$ cat config.mk
export PLATFORM = sky130hd
export DESIGN_NAME = fpi_issue_ctrl
export DESIGN_NICKNAME = d
export VERILOG_FILES = /design/src/rtl/fpi_issue_ctrl.sv
export SDC_FILE = /design/constraint.sdc
export NUM_CORES = 1
export LEC_CHECK = 0
export BUFFER_PORTS_ARGS = -buffer_cell sky130_fd_sc_hd__buf_2
export CAP_MARGIN = 10
export CORE_UTILIZATION = 44
export CTS_CLUSTER_DIAMETER = 80
export DETAILED_ROUTE_END_ITERATION = 10
export PLACE_DENSITY_LB_ADDON = 0.08
export SLEW_MARGIN = 20
export SYNTH_ARGS = -nofsm -noshare
export SYNTH_HDL_FRONTEND = slang
export SYNTH_SLANG_ARGS = --single-unit
$ cat constraint.sdc
create_clock -name clk -period 10.84 [get_ports clk]
set_input_delay 2.168 -clock clk [delete_from_list [all_inputs] [get_ports clk]]
set_output_delay 2.168 -clock clk [all_outputs]
set_load 0.05 [all_outputs]
$ cat src/rtl/fpi_issue_ctrl.sv
// FP issue control: decodes OP-FP, tracks in-flight destinations and reserves the single writeback port.
// Optional FPI_WB_BYPASS_EN: a register being written back this cycle counts as not pending.
module fpi_issue_ctrl #(
    parameter int REG_W    = 5,
    parameter int LAT_ADD  = 3,
    parameter int LAT_MUL  = 4,
    parameter int LAT_DIV  = 12,
    parameter int LAT_SQRT = 16,
    parameter int MAX_LAT  = 31
) (
    input  logic             clk,
    input  logic             rst,
    input  logic             in_valid,
    output logic             in_ready,
    input  logic [6:0]       op,
    input  logic [6:0]       funct7,
    input  logic [REG_W-1:0] rs1,
    input  logic [REG_W-1:0] rs2,
    input  logic [REG_W-1:0] rd,
    output logic             illegal,
    output logic             fpu_start,
    output logic [3:0]       fpu_cont,
    output logic [REG_W-1:0] fpu_rd,
    output logic             divsqrt_busy,
    output logic             wb_valid,
    output logic [REG_W-1:0] wb_rd
);
    localparam int NREG  = 2**REG_W;
    localparam int CNT_W = $clog2(MAX_LAT + 1);

    typedef enum logic { DS_IDLE, DS_BUSY } ds_state_e;

    ds_state_e                       ds_state_q, ds_state_d;
    logic [CNT_W-1:0]                cnt_q, cnt_d;
    logic [NREG-1:0]                 pending_q, pending_d;
    logic [MAX_LAT:1]                resv_vld_q, resv_vld_d;
    logic [MAX_LAT:1][REG_W-1:0]     resv_rd_q, resv_rd_d;
    logic                            wb_valid_q, wb_valid_d;
    logic [REG_W-1:0]                wb_rd_q, wb_rd_d;
    logic                            illegal_q, illegal_d;
    logic                            fpu_start_q, fpu_start_d;
    logic [3:0]                      fpu_cont_q, fpu_cont_d;
    logic [REG_W-1:0]                fpu_rd_q, fpu_rd_d;

    logic            is_fp, legal, is_ds, uses_rs2, slot_busy, ds_free, hazard, issue;
    logic [3:0]      cont;
    int              lat;
    logic [NREG-1:0] pend_vis;
    logic            unused_fmt;

    assign unused_fmt = ^funct7[1:0];

    always_comb begin
        is_fp    = (op == 7'b1010011);
        legal    = 1'b1;
        is_ds    = 1'b0;
        uses_rs2 = 1'b1;
        cont     = 4'b0000;
        lat      = LAT_ADD;
        case (funct7[6:2])
            5'b00000: cont = 4'b1000;
            5'b00001: cont = 4'b1001;
            5'b00010: begin cont = 4'b1010; lat = LAT_MUL; end
            5'b00011: begin cont = 4'b1011; lat = LAT_DIV; is_ds = 1'b1; end
            5'b01011: begin cont = 4'b1100; lat = LAT_SQRT; is_ds = 1'b1; uses_rs2 = 1'b0; end
            default:  legal = 1'b0;
        endcase

        pend_vis = pending_q;
`ifdef FPI_WB_BYPASS_EN
        if (wb_valid_q) pend_vis[wb_rd_q] = 1'b0;
`endif

        // The slot that becomes cycle T+L next cycle is the one currently at resv[L].
        slot_busy = 1'b0;
        for (int i = 1; i <= MAX_LAT; i++) begin
            if (i == lat && resv_vld_q[i]) slot_busy = 1'b1;
        end

        // The unit frees up in the cycle its result writes back, so a follow-on may issue then.
        ds_free = (ds_state_q == DS_IDLE) || (cnt_q == '0);
        hazard  = pend_vis[rs1] || (uses_rs2 && pend_vis[rs2]) || pend_vis[rd] ||
                  slot_busy || (is_ds && !ds_free);

        in_ready = !(in_valid && is_fp && legal && hazard);
        issue    = in_valid && is_fp && legal && !hazard;

        illegal_d   = in_valid && is_fp && !legal;
        fpu_start_d = issue;
        fpu_cont_d  = issue ? cont : 4'b0000;
        fpu_rd_d    = issue ? rd : '0;

        for (int i = 1; i < MAX_LAT; i++) begin
            resv_vld_d[i] = resv_vld_q[i+1];
            resv_rd_d[i]  = resv_rd_q[i+1];
        end
        resv_vld_d[MAX_LAT] = 1'b0;
        resv_rd_d[MAX_LAT]  = '0;
        if (issue) begin
            for (int i = 1; i < MAX_LAT; i++) begin
                if (i == lat - 1) begin
                    resv_vld_d[i] = 1'b1;
                    resv_rd_d[i]  = rd;
                end
            end
        end

        wb_valid_d = resv_vld_q[1] || (issue && lat == 1);
        wb_rd_d    = (issue && lat == 1) ? rd : resv_rd_q[1];

        // Clear first so a same-cycle set of the same register wins.
        pending_d = pending_q;
        if (wb_valid_q) pending_d[wb_rd_q] = 1'b0;
        if (issue)      pending_d[rd]      = 1'b1;

        ds_state_d = ds_state_q;
        cnt_d      = cnt_q;
        if (issue && is_ds) begin
            ds_state_d = DS_BUSY;
            cnt_d      = CNT_W'(lat - 1);
        end else if (ds_state_q == DS_BUSY) begin
            if (cnt_q == '0) ds_state_d = DS_IDLE;
            else             cnt_d      = cnt_q - 1'b1;
        end
    end

    always_ff @(posedge clk or posedge rst) begin
        if (rst) begin
            ds_state_q  <= DS_IDLE;
            cnt_q       <= '0;
            pending_q   <= '0;
            resv_vld_q  <= '0;
            resv_rd_q   <= '0;
            wb_valid_q  <= 1'b0;
            wb_rd_q     <= '0;
            illegal_q   <= 1'b0;
            fpu_start_q <= 1'b0;
            fpu_cont_q  <= 4'b0000;
            fpu_rd_q    <= '0;
        end else begin
            ds_state_q  <= ds_state_d;
            cnt_q       <= cnt_d;
            pending_q   <= pending_d;
            resv_vld_q  <= resv_vld_d;
            resv_rd_q   <= resv_rd_d;
            wb_valid_q  <= wb_valid_d;
            wb_rd_q     <= wb_rd_d;
            illegal_q   <= illegal_d;
            fpu_start_q <= fpu_start_d;
            fpu_cont_q  <= fpu_cont_d;
            fpu_rd_q    <= fpu_rd_d;
        end
    end

    assign illegal      = illegal_q;
    assign fpu_start    = fpu_start_q;
    assign fpu_cont     = fpu_cont_q;
    assign fpu_rd       = fpu_rd_q;
    assign divsqrt_busy = (ds_state_q == DS_BUSY);
    assign wb_valid     = wb_valid_q;
    assign wb_rd        = wb_rd_q;
endmodule
# Word-level counts from Yosys, hierarchy flattened
# Cells that the tools add are included.
dict set report word_totals {
  ff_bits 235
  latchBits 0
  ram_bits 0
  romBits 0
  out_inout_bits 19
  memories 0
}
dict set report classes {
  addsub 2
  multipliers 0
  n_div 0
  order_cmp 6
  n_eq_ne 67
  shifts 0
  mux 118
  bitwise 4
  reduce_logical 57
}
# op count
set op_table {}
lappend op_table {{equality test 6 x 32 -> 1 bit (first input constant)} 30}
lappend op_table {{equality test 5 x 32 -> 1 bit (first input constant)} 16}
lappend op_table {{equality test 4 x 32 -> 1 bit (first input constant)} 8}
lappend op_table {{two-way mux 5 bit} 35}
lappend op_table {{two-way mux 150 bit} 1}
lappend op_table {{equality test 3 x 32 -> 1 bit (first input constant)} 4}
lappend op_table {{two-way mux 1 bit} 71}
lappend op_table {{equality test 2 x 32 -> 1 bit (first input constant)} 2}
lappend op_table {{two-way mux 32 bit} 2}
lappend op_table {{logical AND 1 bit} 41}
lappend op_table {{AND 32 bit} 1}
lappend op_table {{equality test 32 x 2 -> 1 bit (second input constant)} 1}
lappend op_table {{inverter 32 bit} 1}
lappend op_table {{OR 32 bit} 1}
lappend op_table {{subtractor 32 x 2 -> 32 bit (second input constant)} 1}
lappend op_table {{two-way mux 30 bit} 1}
lappend op_table {{< comparator 5 x 6 -> 1 bit (second input constant)} 4}
lappend op_table {{case mux 4 bit (5 select lines)} 1}
lappend op_table {{binary-select mux 1 bit (select 5 bit)} 3}
lappend op_table {{case mux 5 bit (3 select lines)} 1}
lappend op_table {{demux 1 bit (select 5 bit)} 2}
lappend op_table {{equality test 5 x 2 -> 1 bit (second input constant)} 2}
lappend op_table {{greater-or-equal comparator 5 x 1 -> 1 bit (second input constant)} 2}
lappend op_table {{logical NOT 5 bit} 2}
lappend op_table {{other kinds (13)} 21}

# Logic depth before layout (Yosys ltp)
# Gate-level depths: netlist of the first run.
dict set report depth {
  ltp_word 41
  mapped_depth 10
}

# Least setup slack after synthesis of the first run
# Ideal clock, no wire load.
dict set report synth_path {
  path_type {input port to output port}
  from {input port rs2[0]}
  to {output port in_ready}
  arrival_ns 4.176
  required_time_ns 8.672
  path_slack_ns 4.496
  path_stages 7
  cell_sequence {buf_2 > mux4_2 > mux2_2 > o311ai_2 > clkbuf_1 > nand2_1 > nand2_1}
}
dict set report synth_via {
  elab_chain_cells 9
}
# item line
set synth_rtl {}
lappend synth_rtl {{from (decl)} 18} ;# input logic [REG_W-1:0] rs2,
lappend synth_rtl {{binary-select mux 1 bit (select 5 bit)} 82} ;# hazard = pend_vis[rs1] || (uses_rs2 && pend_vis[rs2]) || pend_vis[rd] ||
lappend synth_rtl {{two-way mux 1 bit (implied by the code)} 82}
lappend synth_rtl {{logical AND 1 bit} 82}
lappend synth_rtl {{logical OR 1 bit (3 in series)} 82}
lappend synth_rtl {{logical OR 1 bit} 83} ;# slot_busy || (is_ds && !ds_free);
lappend synth_rtl {{logical AND 1 bit} 85} ;# in_ready = !(in_valid && is_fp && legal && hazard);
lappend synth_rtl {{logical NOT 1 bit} 85}
lappend synth_rtl {{to (decl)} 14} ;# output logic in_ready,
# No other way between the ends. The select of a mux whose other input is x is not followed.

# Worst setup path after layout of the first run
dict set report layout_path {
  from {input port rd[0]}
  to {output port in_ready}
}
dict set report layout_via {
  elab_chain_cells 7
}
# item line
set layout_rtl {}
lappend layout_rtl {{from (decl)} 19} ;# input logic [REG_W-1:0] rd,
lappend layout_rtl {{binary-select mux 1 bit (select 5 bit)} 82}
lappend layout_rtl {{two-way mux 1 bit (implied by the code)} 82}
lappend layout_rtl {{logical OR 1 bit (2 in series)} 82}
lappend layout_rtl {{logical OR 1 bit} 83}
lappend layout_rtl {{logical AND 1 bit} 85}
lappend layout_rtl {{logical NOT 1 bit} 85}
# No other way between the ends. The select of a mux whose other input is x is not followed.

==> results of run 1 <==
-- layer usage --
| layer | up-vias | routed length, um | global-route usage (%) |
|---|---|---|---|
| met2 | 149 | 7960 | 27.6 |
| met3 | 28 | 916 | 2.70 |
| met4 | 0 | 326 | 5.32 |
| met5 | - | 0 | 0 |
| li1 | 2163 | - | - |
| met1 | 2496 | 7590 | 24.6 |
-- placed cells by master, fill, tap and decap left out, types with 3 or more instances in the layout --
| master | n |
|---|---|
| sky130_fd_sc_hd__nand2_1 | 55 |
| sky130_fd_sc_hd__o21ai_0 | 65 |
| sky130_fd_sc_hd__clkbuf_1 | 7 |
| sky130_fd_sc_hd__nand2b_1 | 9 |
| sky130_fd_sc_hd__nand3_1 | 11 |
| sky130_fd_sc_hd__nor2b_1 | 5 |
| sky130_fd_sc_hd__and2_1 | 3 |
| sky130_fd_sc_hd__dfrtp_1 | 235 |
| sky130_fd_sc_hd__conb_1 | 6 |
| sky130_fd_sc_hd__nor2_1 | 15 |
| sky130_fd_sc_hd__mux2i_1 | 22 |
| sky130_fd_sc_hd__a21oi_1 | 4 |
| sky130_fd_sc_hd__buf_2 | 48 |
| sky130_fd_sc_hd__mux2_2 | 48 |
| sky130_fd_sc_hd__mux4_2 | 10 |
| sky130_fd_sc_hd__clkbuf_16 | 25 |
| sky130_fd_sc_hd__nor3_1 | 6 |
| sky130_fd_sc_hd__nor3b_1 | 4 |
| sky130_fd_sc_hd__nand3b_1 | 7 |
| sky130_fd_sc_hd__nand4_1 | 8 |
| sky130_fd_sc_hd__a22oi_1 | 7 |
| sky130_fd_sc_hd__clkinv_2 | 4 |
| sky130_fd_sc_hd__and3_1 | 9 |
| sky130_fd_sc_hd__inv_1 | 7 |
| sky130_fd_sc_hd__bufinv_16 | 3 |
-- power by group --
part	internal [uW]	switching, uW
clock network	509	315
logic	62.9	98.0
registers	938	36.7
-- registers in the layout (all words and copies together) (netlist names) --
signal	flops
pend_vis	32
fpu_cont	4
divsqrt_busy	1
fpu_rd	5
resv_rd_q	150
wb_rd	5
cnt_q	5
resv_vld_q	30
wb_valid	1
fpu_start	1
illegal	1
-- worst register-to-register path, cell delays in order, from the launching register on --
cell                        delay [ps]
sky130_fd_sc_hd__dfrtp_1           410
sky130_fd_sc_hd__mux2_2            270
sky130_fd_sc_hd__and3_1            200
sky130_fd_sc_hd__a2111oi_0         420
sky130_fd_sc_hd__nand4b_1          320
sky130_fd_sc_hd__nor3_1            790
sky130_fd_sc_hd__nand2_2           590
sky130_fd_sc_hd__o21ai_0           370
-- how the worst max path moves through the flow --
stage           from  endpoint  slack [ps]
2_1_floorplan    rst  cnt_q[0]        2230
5_1_grt        rd[0]  in_ready        3510
3_3_place_gp   rd[0]  in_ready        3870
3_5_place_dp   rd[0]  in_ready        3860
4_1_cts        rd[0]  in_ready        3830
6_report       rd[0]  in_ready        3830
-- cell usage after synthesis (all sizes together), types with 2 or more instances --
master	count	area, um^2
dfrtp	235	5880
clkbuf	146	548
o21ai	66	330
nand2	56	210
mux2	48	541
mux2i	22	220
nor2	15	56.3
nand3	11	55.1
buf	10	50.1
mux4	10	225
and3	9	56.3
nand2b	9	56.3
inv	8	30.0
nand4	8	50.1
a22oi	7	52.6
nand3b	7	52.6
nor3	6	30.0
nor2b	5	31.3
a21oi	4	20.0
nor3b	4	30.0
and2	3	18.8
nor4	3	33.8
a31oi	2	12.5
and3b	2	17.5
ha	2	25.0
nand4b	2	17.5
or2	2	12.5
or3	2	12.5
or3b	2	17.5
xnor2	2	17.5
-- metrics by stage --
| stage | hold WS [ps] | std cells | utilization (%) |
|---|---|---|---|
| after floorplan | 331 | 724 | - |
| after global placement | 332 | 884 | 45.2 |
| after detailed placement | 335 | 884 | 45.2 |
| after CTS | 344 | 927 | 49.4 |
| after global routing | 350 | 927 | 49.4 |
| final | 340 | 927 | 49.4 |
-- cell type report --
type,count,area [um^2],share of cell area [%]
well taps,265,332,3.44
clock inverters,9,128,1.32
clock buffers,34,679,7.04
flip-flops and latches,235,5880,61.0
inverters,8,37.5,0.389
repair buffers,51,267,2.76
multi-input cells,325,2320,24.1
-- logic make-up after synthesis --
| family | after synthesis | share of synthesized area, % |
|---|---|---|
| flip-flops | 235 | 66.8 |
| buffers and inverters | 164 | 7.13 |
| AND/OR/NAND/NOR | 149 | 8.92 |
| AO/OA/AOI/OAI | 86 | 5.47 |
| multiplexers | 80 | 11.2 |
| adder cells (fa/ha/maj) | 2 | 0.284 |
| XOR/XNOR | 2 | 0.199 |
| other | 1 | 0.0426 |
==> flow_results.xml, run 1 <==
<?xml version="1.0" encoding="UTF-8"?>
<metrics>
  <group name="outcome">
    <metric name="outcome" unit="">completed</metric>
  </group>
  <group name="grt">
    <metric name="globalRouteTotalUtil" unit="%">17.4</metric>
    <metric name="global_route.overflow_total" unit="">0</metric>
    <metric name="first_pass_grt_wire_length" unit="um">27100</metric>
    <metric name="pin_count_of_the_biggest_net_entering_global_routing" unit="">90</metric>
    <metric name="first_global_vias" unit="">5060</metric>
    <metric name="grt_antenna_before_repair" unit="">0</metric>
  </group>
  <group name="synthesis">
    <metric name="synth-async-reset-ratio" unit="%">100</metric>
    <metric name="netlist_instances" unit="">719</metric>
    <metric name="synth.cell_area" unit="um^2">8810</metric>
    <metric name="ys_types" unit="">45</metric>
    <metric name="ys_ff_latch" unit="">235</metric>
    <metric name="syn-mean-instance-area" unit="um^2">12.3</metric>
    <metric name="synth_flop_cell" unit="">sky130_fd_sc_hd__dfrtp_1</metric>
    <metric name="synth_edf_count" unit="">0</metric>
    <metric name="synth.yosys.seq_area_share" unit="%">66.8</metric>
    <metric name="yosysWarningCount" unit="">0</metric>
  </group>
  <group name="worst_setup_path">
    <metric name="timing.critical_path.slowest_stage_cell" unit="">sky130_fd_sc_hd__buf_2</metric>
    <metric name="path_cells" unit="">buf_2, mux2_2, and3_1, a2111oi_0, nand4b_1, nor3_1, nand2_1, nand2_1, buf_2</metric>
    <metric name="cp-end-kind" unit="">output pin</metric>
    <metric name="cpLargestDelayFamily" unit="">simple AND/OR/NAND/NOR gates</metric>
    <metric name="critical_path.n_buffers_inverters" unit="">2</metric>
    <metric name="critPathKind" unit="">in2out</metric>
    <metric name="depth_of_the_most_critical_reg_to_reg_path" unit="">7</metric>
    <metric name="worstReg2RegStart" unit="">pend_vis[10]</metric>
    <metric name="worst-path-stages" unit="">9</metric>
    <metric name="timing.rr.end" unit="">pend_vis[28]</metric>
    <metric name="crit_fanout" unit="">25</metric>
    <metric name="worst_path_largest_cell_delay" unit="ps">490</metric>
    <metric name="worstPathRequired" unit="ps">8670</metric>
    <metric name="startpoint_type" unit="">input port</metric>
    <metric name="setup.reg_to_reg.worst_slack" unit="ps">7360</metric>
    <metric name="critical_path_arrival" unit="ps">4840</metric>
  </group>
  <group name="clocking">
    <metric name="cts_setup_buffers" unit="">0</metric>
    <metric name="hold_buffers" unit="">0</metric>
    <metric name="ctsRootBufferMaster" unit="">sky130_fd_sc_hd__clkbuf_16</metric>
    <metric name="postCtsResizedCells" unit="">0</metric>
    <metric name="clock_tree.buffer_depth" unit="">3</metric>
    <metric name="cts_sinks" unit="">235</metric>
    <metric name="clk_pin_slew" unit="ps">60</metric>
    <metric name="cts-buffers-inserted" unit="">25</metric>
    <metric name="htreeDepth" unit="">1</metric>
    <metric name="worstSkewPairLatency" unit="ps">500</metric>
    <metric name="cts_tree" unit="">done</metric>
  </group>
  <group name="timing">
    <metric name="rsz0062_at_grt" unit="">no</metric>
    <metric name="finalSetupViolCount" unit="">0</metric>
    <metric name="fin_skew" unit="ps">7.64</metric>
    <metric name="timing.final.ws_setup" unit="ps">3830</metric>
    <metric name="report.final.slew_viol_count" unit="">0</metric>
    <metric name="fin_setup_tns" unit="ps">0</metric>
    <metric name="slew-limit-headroom" unit="%">39.2</metric>
    <metric name="post-route-period-util" unit="%">64.7</metric>
    <metric name="timing.final.crit_period" unit="ps">7010</metric>
    <metric name="maxClockFrequency" unit="MHz">143</metric>
    <metric name="count_of_endpoints_failing_hold_in_the_final_timing_report" unit="">0</metric>
    <metric name="worst_slew_pin_slew" unit="ps">910</metric>
  </group>
  <group name="cells_and_area">
    <metric name="final_stage_net_count" unit="">680</metric>
    <metric name="layout_cells_sized_above_1" unit="%">23.3</metric>
    <metric name="layout-area-overhead-vs-synth" unit="%">9.49</metric>
    <metric name="final_design_area_no_fill" unit="um^2">9640</metric>
    <metric name="filler_cell_count" unit="">1726</metric>
    <metric name="insertedDiodeCount" unit="">0</metric>
  </group>
  <group name="die">
    <metric name="dieArea" unit="um^2">20600</metric>
    <metric name="fp.coreArea" unit="um^2">19500</metric>
    <metric name="die_x" unit="um">143</metric>
    <metric name="effective_utilization_at_floorplan" unit="%">45.1</metric>
    <metric name="design.portCount" unit="">51</metric>
    <metric name="std_cell_rows" unit="">51</metric>
    <metric name="die_h" unit="um">143</metric>
  </group>
  <group name="placed_design">
    <metric name="gpl.final_weighted_congestion" unit="">0.899</metric>
    <metric name="placed_area" unit="um^2">8830</metric>
    <metric name="place_hpwl" unit="um">10800</metric>
    <metric name="pre_cts_ws" unit="ps">3860</metric>
    <metric name="portBuffers" unit="">48</metric>
  </group>
  <group name="power">
    <metric name="leakagePower" unit="uW">0.00417</metric>
    <metric name="worst_ir_drop_vdd" unit="mV">0.125</metric>
    <metric name="total_power" unit="uW">1960</metric>
    <metric name="pd_cells" unit="nW/um^2">203</metric>
  </group>
  <group name="hold_path">
    <metric name="worst_hold_path.num_cells" unit="">0</metric>
    <metric name="hold_path_class" unit="">reg2reg</metric>
    <metric name="min_from" unit="">resv_vld_q[17]</metric>
    <metric name="worst_hold_endpoint" unit="">resv_vld_q[16]</metric>
  </group>
  <group name="route">
    <metric name="via_count" unit="">4836</metric>
    <metric name="postRouteWirelength" unit="um">16800</metric>
    <metric name="detailedRoute.firstPassIterationCount" unit="">5</metric>
    <metric name="antenna_violating_nets_post_route" unit="">0</metric>
    <metric name="drt-vias-per-instance" unit="">5.22</metric>
    <metric name="drc" unit="">0</metric>
    <metric name="wire_per_inst" unit="um">18.1</metric>
    <metric name="detailedRoute.firstIterationViolations" unit="">297</metric>
  </group>
  <group name="flow_run">
    <metric name="max-cap-violations" unit="">0</metric>
  </group>
</metrics>
Note: power is estimated with default switching activity, not from simulation.
==> run 2, diff against run 1 <==
--- a/config.mk
+++ b/config.mk
@@ -5,6 +5,7 @@
 export SDC_FILE = /design/constraint.sdc
 export NUM_CORES = 1
 export LEC_CHECK = 0
+export ABC_AREA = 1
 export BUFFER_PORTS_ARGS = -buffer_cell sky130_fd_sc_hd__buf_2
 export CAP_MARGIN = 10
 export CORE_UTILIZATION = 44
==> constraint.sdc (replaced) <==
create_clock -name clk -period 7.04 [get_ports clk]
set_input_delay 1.408 -clock clk [delete_from_list [all_inputs] [get_ports clk]]
set_output_delay 1.408 -clock clk [all_outputs]
set_load 0.05 [all_outputs]
==> flow_results.xml, run 2 <==
<?xml version="1.0" encoding="UTF-8"?>
<metrics>
  <group name="power">
    <metric name="internal-power" unit="uW">2360</metric>
    <metric name="sequentialPowerShare" unit="%">47.8</metric>
    <metric name="sw_frac_of_total" unit="%">24.6</metric>
    <metric name="power.combinational.fraction" unit="%">8.6</metric>
    <metric name="leakagePower" unit="uW">0.00514</metric>
    <metric name="p_switching" unit="uW">770</metric>
    <metric name="worst_ir_drop_vdd" unit="mV">0.182</metric>
    <metric name="clock_group_share_of_total_power" unit="%">43.6</metric>
    <metric name="pd_cells" unit="nW/um^2">304</metric>
  </group>
  <group name="timing">
    <metric name="count_of_endpoints_failing_hold_in_the_final_timing_report" unit="">0</metric>
    <metric name="maxClockFrequency" unit="MHz">208</metric>
    <metric name="timing.final.ws_setup" unit="ps">2220</metric>
    <metric name="timing.final.crit_period" unit="ps">4820</metric>
    <metric name="post-route-period-util" unit="%">68.4</metric>
    <metric name="fin_setup_tns" unit="ps">0</metric>
    <metric name="rsz0062_at_grt" unit="">no</metric>
    <metric name="slew-limit-headroom" unit="%">38.2</metric>
    <metric name="finalSetupViolCount" unit="">0</metric>
    <metric name="worst_slew_pin_slew" unit="ps">920</metric>
    <metric name="report.final.slew_viol_count" unit="">0</metric>
    <metric name="fin_skew" unit="ps">16.7</metric>
  </group>
  <group name="worst_setup_path">
    <metric name="worst_path_largest_cell_delay" unit="ps">400</metric>
    <metric name="cp-end-kind" unit="">output pin</metric>
    <metric name="timing.critical_path.slowest_stage_cell" unit="">sky130_fd_sc_hd__buf_2</metric>
    <metric name="worstPathRequired" unit="ps">5630</metric>
    <metric name="critPathKind" unit="">in2out</metric>
    <metric name="cpMostUsedCell" unit="">sky130_fd_sc_hd__nand2_1</metric>
    <metric name="startpoint_type" unit="">input port</metric>
    <metric name="critical_path_arrival" unit="ps">3410</metric>
    <metric name="depth_of_the_most_critical_reg_to_reg_path" unit="">15</metric>
    <metric name="crit_fanout" unit="">27</metric>
    <metric name="path_cells" unit="">buf_2, inv_2, nand2_1, nand2_1, nand2_1, nand2_1, nand2_1, nand2_1, nor2_1, nand2_1, nor2_1, nand2_1, o21ai_0, buf_2</metric>
  </group>
  <group name="synthesis">
    <metric name="synth_edf_count" unit="">0</metric>
    <metric name="ys_top_cells_by_count" unit="">sky130_fd_sc_hd__nand2_1 (322), sky130_fd_sc_hd__dfrtp_1 (235), sky130_fd_sc_hd__clkbuf_1 (143)</metric>
    <metric name="synth.cell_area" unit="um^2">9460</metric>
    <metric name="ys_ff_latch" unit="">235</metric>
    <metric name="yosysTopAreaCellShare" unit="%">62.2</metric>
    <metric name="synth.yosys.seq_area_share" unit="%">62.2</metric>
    <metric name="synth-async-reset-ratio" unit="%">100</metric>
    <metric name="synth_largest_area_cell" unit="">sky130_fd_sc_hd__dfrtp_1</metric>
    <metric name="ys_types" unit="">29</metric>
    <metric name="syn-mean-instance-area" unit="um^2">8.84</metric>
    <metric name="synth_flop_cell" unit="">sky130_fd_sc_hd__dfrtp_1</metric>
    <metric name="dominant_cell_by_count_in_the_synthesized_netlist" unit="">sky130_fd_sc_hd__nand2_1</metric>
    <metric name="netlist_top_cells_area" unit="">sky130_fd_sc_hd__dfrtp_1 (62%), sky130_fd_sc_hd__nand2_1 (13%), sky130_fd_sc_hd__clkbuf_1 (5.7%), sky130_fd_sc_hd__o21ai_0 (5.6%), sky130_fd_sc_hd__nand3_1 (4.0%)</metric>
    <metric name="yosysWarningCount" unit="">0</metric>
    <metric name="netlist_instances" unit="">1070</metric>
  </group>
  <group name="placed_design">
    <metric name="gpl.final_weighted_congestion" unit="">0.940</metric>
    <metric name="portBuffers" unit="">48</metric>
    <metric name="pre_cts_ws" unit="ps">2160</metric>
    <metric name="placed_area" unit="um^2">9400</metric>
    <metric name="place_hpwl" unit="um">12300</metric>
  </group>
  <group name="hold_path">
    <metric name="hold_path_class" unit="">reg2reg</metric>
    <metric name="worst_hold_path.num_cells" unit="">0</metric>
  </group>
  <group name="route">
    <metric name="drc" unit="">0</metric>
    <metric name="antenna_violating_nets_post_route" unit="">0</metric>
    <metric name="detailedRoute.firstPassIterationCount" unit="">5</metric>
    <metric name="detailedRoute.firstIterationViolations" unit="">371</metric>
    <metric name="wire_per_inst" unit="um">15.5</metric>
    <metric name="postRouteWirelength" unit="um">19700</metric>
    <metric name="via_count" unit="">6226</metric>
    <metric name="drt-vias-per-instance" unit="">4.87</metric>
  </group>
  <group name="grt">
    <metric name="first_global_vias" unit="">5945</metric>
    <metric name="pin_count_of_the_biggest_net_entering_global_routing" unit="">199</metric>
    <metric name="global_route.overflow_total" unit="">0</metric>
    <metric name="first_pass_grt_wire_length" unit="um">32100</metric>
    <metric name="globalRouteTotalUtil" unit="%">18.8</metric>
    <metric name="grt_antenna_before_repair" unit="">0</metric>
  </group>
  <group name="cells_and_area">
    <metric name="insertedDiodeCount" unit="">0</metric>
    <metric name="layout_commonest_cell" unit="">sky130_fd_sc_hd__nand2_1</metric>
    <metric name="final_cell_mix" unit="">sky130_fd_sc_hd__nand2_1 (322), sky130_fd_sc_hd__dfrtp_1 (235), sky130_fd_sc_hd__o21ai_0 (106)</metric>
    <metric name="layout-area-overhead-vs-synth" unit="%">8.86</metric>
    <metric name="final_core_util" unit="%">49.0</metric>
    <metric name="largest_register_ff_count" unit="">150</metric>
    <metric name="filler_cell_count" unit="">1977</metric>
    <metric name="final_stage_net_count" unit="">1019</metric>
    <metric name="final_design_area_no_fill" unit="um^2">10300</metric>
    <metric name="layout_cells_sized_above_1" unit="%">10.3</metric>
    <metric name="top_register" unit="">resv_rd_q</metric>
  </group>
  <group name="die">
    <metric name="die_h" unit="um">149</metric>
    <metric name="dieArea" unit="um^2">22100</metric>
    <metric name="design.portCount" unit="">51</metric>
    <metric name="std_cell_rows" unit="">53</metric>
    <metric name="die_x" unit="um">149</metric>
    <metric name="effective_utilization_at_floorplan" unit="%">45.0</metric>
    <metric name="fp.coreArea" unit="um^2">21000</metric>
  </group>
  <group name="clocking">
    <metric name="worstSkewPairLatency" unit="ps">530</metric>
    <metric name="hold_buffers" unit="">0</metric>
    <metric name="clock_tree.buffer_depth" unit="">3</metric>
    <metric name="cts-buffers-inserted" unit="">24</metric>
    <metric name="cts_sinks" unit="">235</metric>
    <metric name="cts_setup_buffers" unit="">0</metric>
    <metric name="postCtsResizedCells" unit="">0</metric>
    <metric name="htreeDepth" unit="">1</metric>
    <metric name="cts_tree" unit="">done</metric>
    <metric name="ctsRootBufferMaster" unit="">sky130_fd_sc_hd__clkbuf_16</metric>
    <metric name="clk_pin_slew" unit="ps">60</metric>
  </group>
  <group name="outcome">
    <metric name="outcome" unit="">completed</metric>
  </group>
  <group name="flow_run">
    <metric name="max-cap-violations" unit="">0</metric>
  </group>
</metrics>
-- run 2: power groups by stage --
stage,clock network (uW),logic (uW),registers [uW]
global route,1450,314,1510
CTS,1400,272,1500
finish,1370,271,1500
floorplan,0,212,1520
detailed placement,0,271,1520
global placement,0,267,1520
-- run 2: per-layer routing --
layer	track usage [%]	share of wire (%)	vias up
met5	0	0	-
met4	6.70	3.0	0
met3	2.88	4.7	36
met2	28.8	44	124
met1	27.0	48	3000
li1	-	-	3066
-- run 2: final timing paths --
check / from / endpoint / slack [ps]
min in group asynchronous: rst / resv_rd_q[44] / 1030
max in group asynchronous: rst / pend_vis[28] / 4560
setup / recovery: rd[0] / in_ready / 2220
hold / removal: resv_rd_q[125] / resv_rd_q[120] / 340
hold reg to reg: resv_rd_q[125] / resv_rd_q[120] / 340
setup reg to reg: cnt_q[0] / resv_vld_q[2] / 4190
-- run 2: area by class of cell --
| cell class | instances | area (um^2) | share of cell area [%] |
|---|---|---|---|
| clock buffers | 33 | 684 | 6.65 |
| clock inverters | 11 | 190 | 1.85 |
| inverters | 76 | 292 | 2.83 |
| multi-input cells | 597 | 2610 | 25.4 |
| flip-flops and latches | 235 | 5880 | 57.1 |
| well taps | 275 | 344 | 3.34 |
| repair buffers | 51 | 295 | 2.87 |
-- run 2: worst max-delay path: cells and delay by family --
family	cells	cell delay [ps]
AOI/OAI and AO/OA	1	180
buffers and inverters	3	970
and+or+nand+nor	10	840
-- run 2: cell families (layout without fill, tap and decap cells) --
logic type	after synthesis	count (layout)	share of synthesized area (%)
AOI/OAI and AO/OA	135	135	7.28
DFF	235	235	62.2
and+or+nand+nor	452	452	19.6
xor gates and xnor gates	2	2	0.185
other	1	6	0.0396
buffers and inverters	243	171	10.4
adders and majority gates	2	2	0.265
-- run 2: stage by stage --
stage,total power [uW],cells,hold slack (ps)
after floorplan,1730,1075,331
after global placement,1790,1233,332
after detailed placement,1790,1233,335
after CTS,3170,1277,344
after global routing,3280,1278,347
final,3130,1278,342
==> run 3, diff against run 2 <==
==> constraint.sdc (replaced) <==
create_clock -name clk -period 3.95 [get_ports clk]
set_input_delay 0.79 -clock clk [delete_from_list [all_inputs] [get_ports clk]]
set_output_delay 0.79 -clock clk [all_outputs]
set_load 0.05 [all_outputs]
==> flow_results.xml, run 3 (synthesis results as in run 2) <==
<?xml version="1.0" encoding="UTF-8"?>
<metrics>
  <group name="route">
    <metric name="wire_per_inst" unit="um">15.2</metric>
    <metric name="met3RoutedLength" unit="um">1000</metric>
    <metric name="drt-vias-per-instance" unit="">4.83</metric>
    <metric name="via_count" unit="">6220</metric>
    <metric name="antenna_violating_nets_post_route" unit="">0</metric>
    <metric name="drc" unit="">0</metric>
    <metric name="wl_met2" unit="um">8970</metric>
    <metric name="wl_met1" unit="um">9060</metric>
    <metric name="postRouteWirelength" unit="um">19600</metric>
    <metric name="detailedRoute.firstIterationViolations" unit="">341</metric>
    <metric name="detailedRoute.firstPassIterationCount" unit="">5</metric>
    <metric name="top_signal_layer_used" unit="">met4</metric>
  </group>
  <group name="clocking">
    <metric name="postCtsResizedCells" unit="">0</metric>
    <metric name="cts_tree" unit="">done</metric>
    <metric name="cts_sinks" unit="">235</metric>
    <metric name="clk_pin_slew" unit="ps">60</metric>
    <metric name="ctsRootBufferMaster" unit="">sky130_fd_sc_hd__clkbuf_16</metric>
    <metric name="cts-buffers-inserted" unit="">25</metric>
    <metric name="hold_buffers" unit="">0</metric>
    <metric name="worstSkewPairLatency" unit="ps">520</metric>
    <metric name="clock_tree.buffer_depth" unit="">3</metric>
    <metric name="cts_setup_buffers" unit="">0</metric>
    <metric name="htreeDepth" unit="">1</metric>
  </group>
  <group name="grt">
    <metric name="pin_count_of_the_biggest_net_entering_global_routing" unit="">84</metric>
    <metric name="global_route.overflow_total" unit="">0</metric>
    <metric name="first_global_vias" unit="">6004</metric>
    <metric name="first_pass_grt_wire_length" unit="um">32000</metric>
    <metric name="globalRouteTotalUtil" unit="%">18.8</metric>
    <metric name="grt_antenna_before_repair" unit="">0</metric>
  </group>
  <group name="worst_setup_path">
    <metric name="cpMostUsedCell" unit="">sky130_fd_sc_hd__nand2_1</metric>
    <metric name="timing.critical_path.slowest_stage_cell" unit="">sky130_fd_sc_hd__buf_2</metric>
    <metric name="critPathKind" unit="">in2out</metric>
    <metric name="startpoint_type" unit="">input port</metric>
    <metric name="worstPathRequired" unit="ps">3160</metric>
    <metric name="worst_path_largest_cell_delay" unit="ps">320</metric>
    <metric name="path_cells" unit="">buf_2, inv_1, nand2_1, nand3_1, nand3_1, nand2_1, nand2_1, nand3_1, nand2_1, nor2_1, o21ai_0, buf_2</metric>
    <metric name="critical_path.n_buffers_inverters" unit="">3</metric>
    <metric name="crit_fanout" unit="">21</metric>
    <metric name="cp-end-kind" unit="">output pin</metric>
    <metric name="critical_path_arrival" unit="ps">2660</metric>
    <metric name="cpLargestDelayFamily" unit="">buffers and inverters</metric>
  </group>
  <group name="timing">
    <metric name="report.final.slew_viol_count" unit="">0</metric>
    <metric name="finalSetupViolCount" unit="">0</metric>
    <metric name="maxClockFrequency" unit="MHz">290</metric>
    <metric name="fin_skew" unit="ps">18.3</metric>
    <metric name="rsz0062_at_grt" unit="">no</metric>
    <metric name="slew-limit-headroom" unit="%">36.7</metric>
    <metric name="count_of_endpoints_failing_hold_in_the_final_timing_report" unit="">0</metric>
    <metric name="post-route-period-util" unit="%">87.4</metric>
    <metric name="worst_slew_pin_slew" unit="ps">945</metric>
    <metric name="timing.final.crit_period" unit="ps">3450</metric>
    <metric name="fin_setup_tns" unit="ps">0</metric>
  </group>
  <group name="cells_and_area">
    <metric name="largest_register_ff_count" unit="">150</metric>
    <metric name="final_stage_net_count" unit="">1029</metric>
    <metric name="insertedDiodeCount" unit="">0</metric>
    <metric name="final_cell_mix" unit="">sky130_fd_sc_hd__nand2_1 (322), sky130_fd_sc_hd__dfrtp_1 (235), sky130_fd_sc_hd__o21ai_0 (106)</metric>
    <metric name="layout_cells_sized_above_1" unit="%">11.3</metric>
    <metric name="top_register" unit="">resv_rd_q</metric>
    <metric name="filler_cell_count" unit="">1953</metric>
    <metric name="layout-area-overhead-vs-synth" unit="%">9.70</metric>
    <metric name="layout_commonest_cell" unit="">sky130_fd_sc_hd__nand2_1</metric>
    <metric name="final_design_area_no_fill" unit="um^2">10400</metric>
  </group>
  <group name="die">
    <metric name="die_x" unit="um">149</metric>
    <metric name="std_cell_rows" unit="">53</metric>
    <metric name="fp.coreArea" unit="um^2">21000</metric>
    <metric name="die_h" unit="um">149</metric>
    <metric name="dieArea" unit="um^2">22100</metric>
    <metric name="effective_utilization_at_floorplan" unit="%">45.0</metric>
    <metric name="design.portCount" unit="">51</metric>
  </group>
  <group name="outcome">
    <metric name="outcome" unit="">completed</metric>
  </group>
  <group name="placed_design">
    <metric name="place_hpwl" unit="um">13000</metric>
    <metric name="placed_area" unit="um^2">9500</metric>
    <metric name="portBuffers" unit="">48</metric>
    <metric name="gpl.final_weighted_congestion" unit="">0.955</metric>
  </group>
  <group name="power">
    <metric name="worst_ir_drop_vdd" unit="mV">0.393</metric>
    <metric name="leakagePower" unit="uW">0.00520</metric>
    <metric name="pd_cells" unit="nW/um^2">540</metric>
    <metric name="total_power" unit="uW">5600</metric>
  </group>
  <group name="hold_path">
    <metric name="hold_path_class" unit="">reg2reg</metric>
  </group>
  <group name="flow_run">
    <metric name="max-cap-violations" unit="">0</metric>
  </group>
</metrics>
-- run 3: power by group --
part	switching, uW	internal [uW]
Clock	947	1500
Sequential	99.6	2570
Combinational	329	160
-- run 3: final cells by class --
class                           count  area [um^2]  area share [%]
Clock buffer                       31          678            6.54
Tap cell                          275          344            3.32
Inverter                           76          292            2.81
Timing Repair Buffer               60          368            3.55
Sequential cell                   235         5880            56.7
Multi-Input combinational cell    597         2610            25.2
Clock inverter                     14          203            1.95
-- run 3: worst paths after layout --
kind,slack [ps],depth (start not counted),startpoint,to
hold reg to reg,330,0,resv_rd_q[102],resv_rd_q[97]
min in group asynchronous,390,2,rst,resv_rd_q[47]
hold / removal,330,0,resv_rd_q[102],resv_rd_q[97]
setup reg to reg,1330,16,cnt_q[0],resv_rd_q[52]
max in group asynchronous,2710,3,rst,wb_valid
setup / recovery,500,12,rs2[0],in_ready
-- run 3: per-layer routing --
layer / up-vias / global-route usage [%]
li1: 3095 / -
met1: 2952 / 26.3
met2: 137 / 29.2
met3: 36 / 3.44
met4: 0 / 7.11
met5: - / 0
-- run 3: per-stage QoR --
step	util [%]	instances	setup WS, ps	hold WS, ps
after floorplan	-	1075	82.1	331
after global placement	45.2	1243	450	331
after detailed placement	45.2	1243	498	335
after CTS	49.4	1288	501	346
after global routing	49.4	1288	209	349
final	49.4	1288	497	333
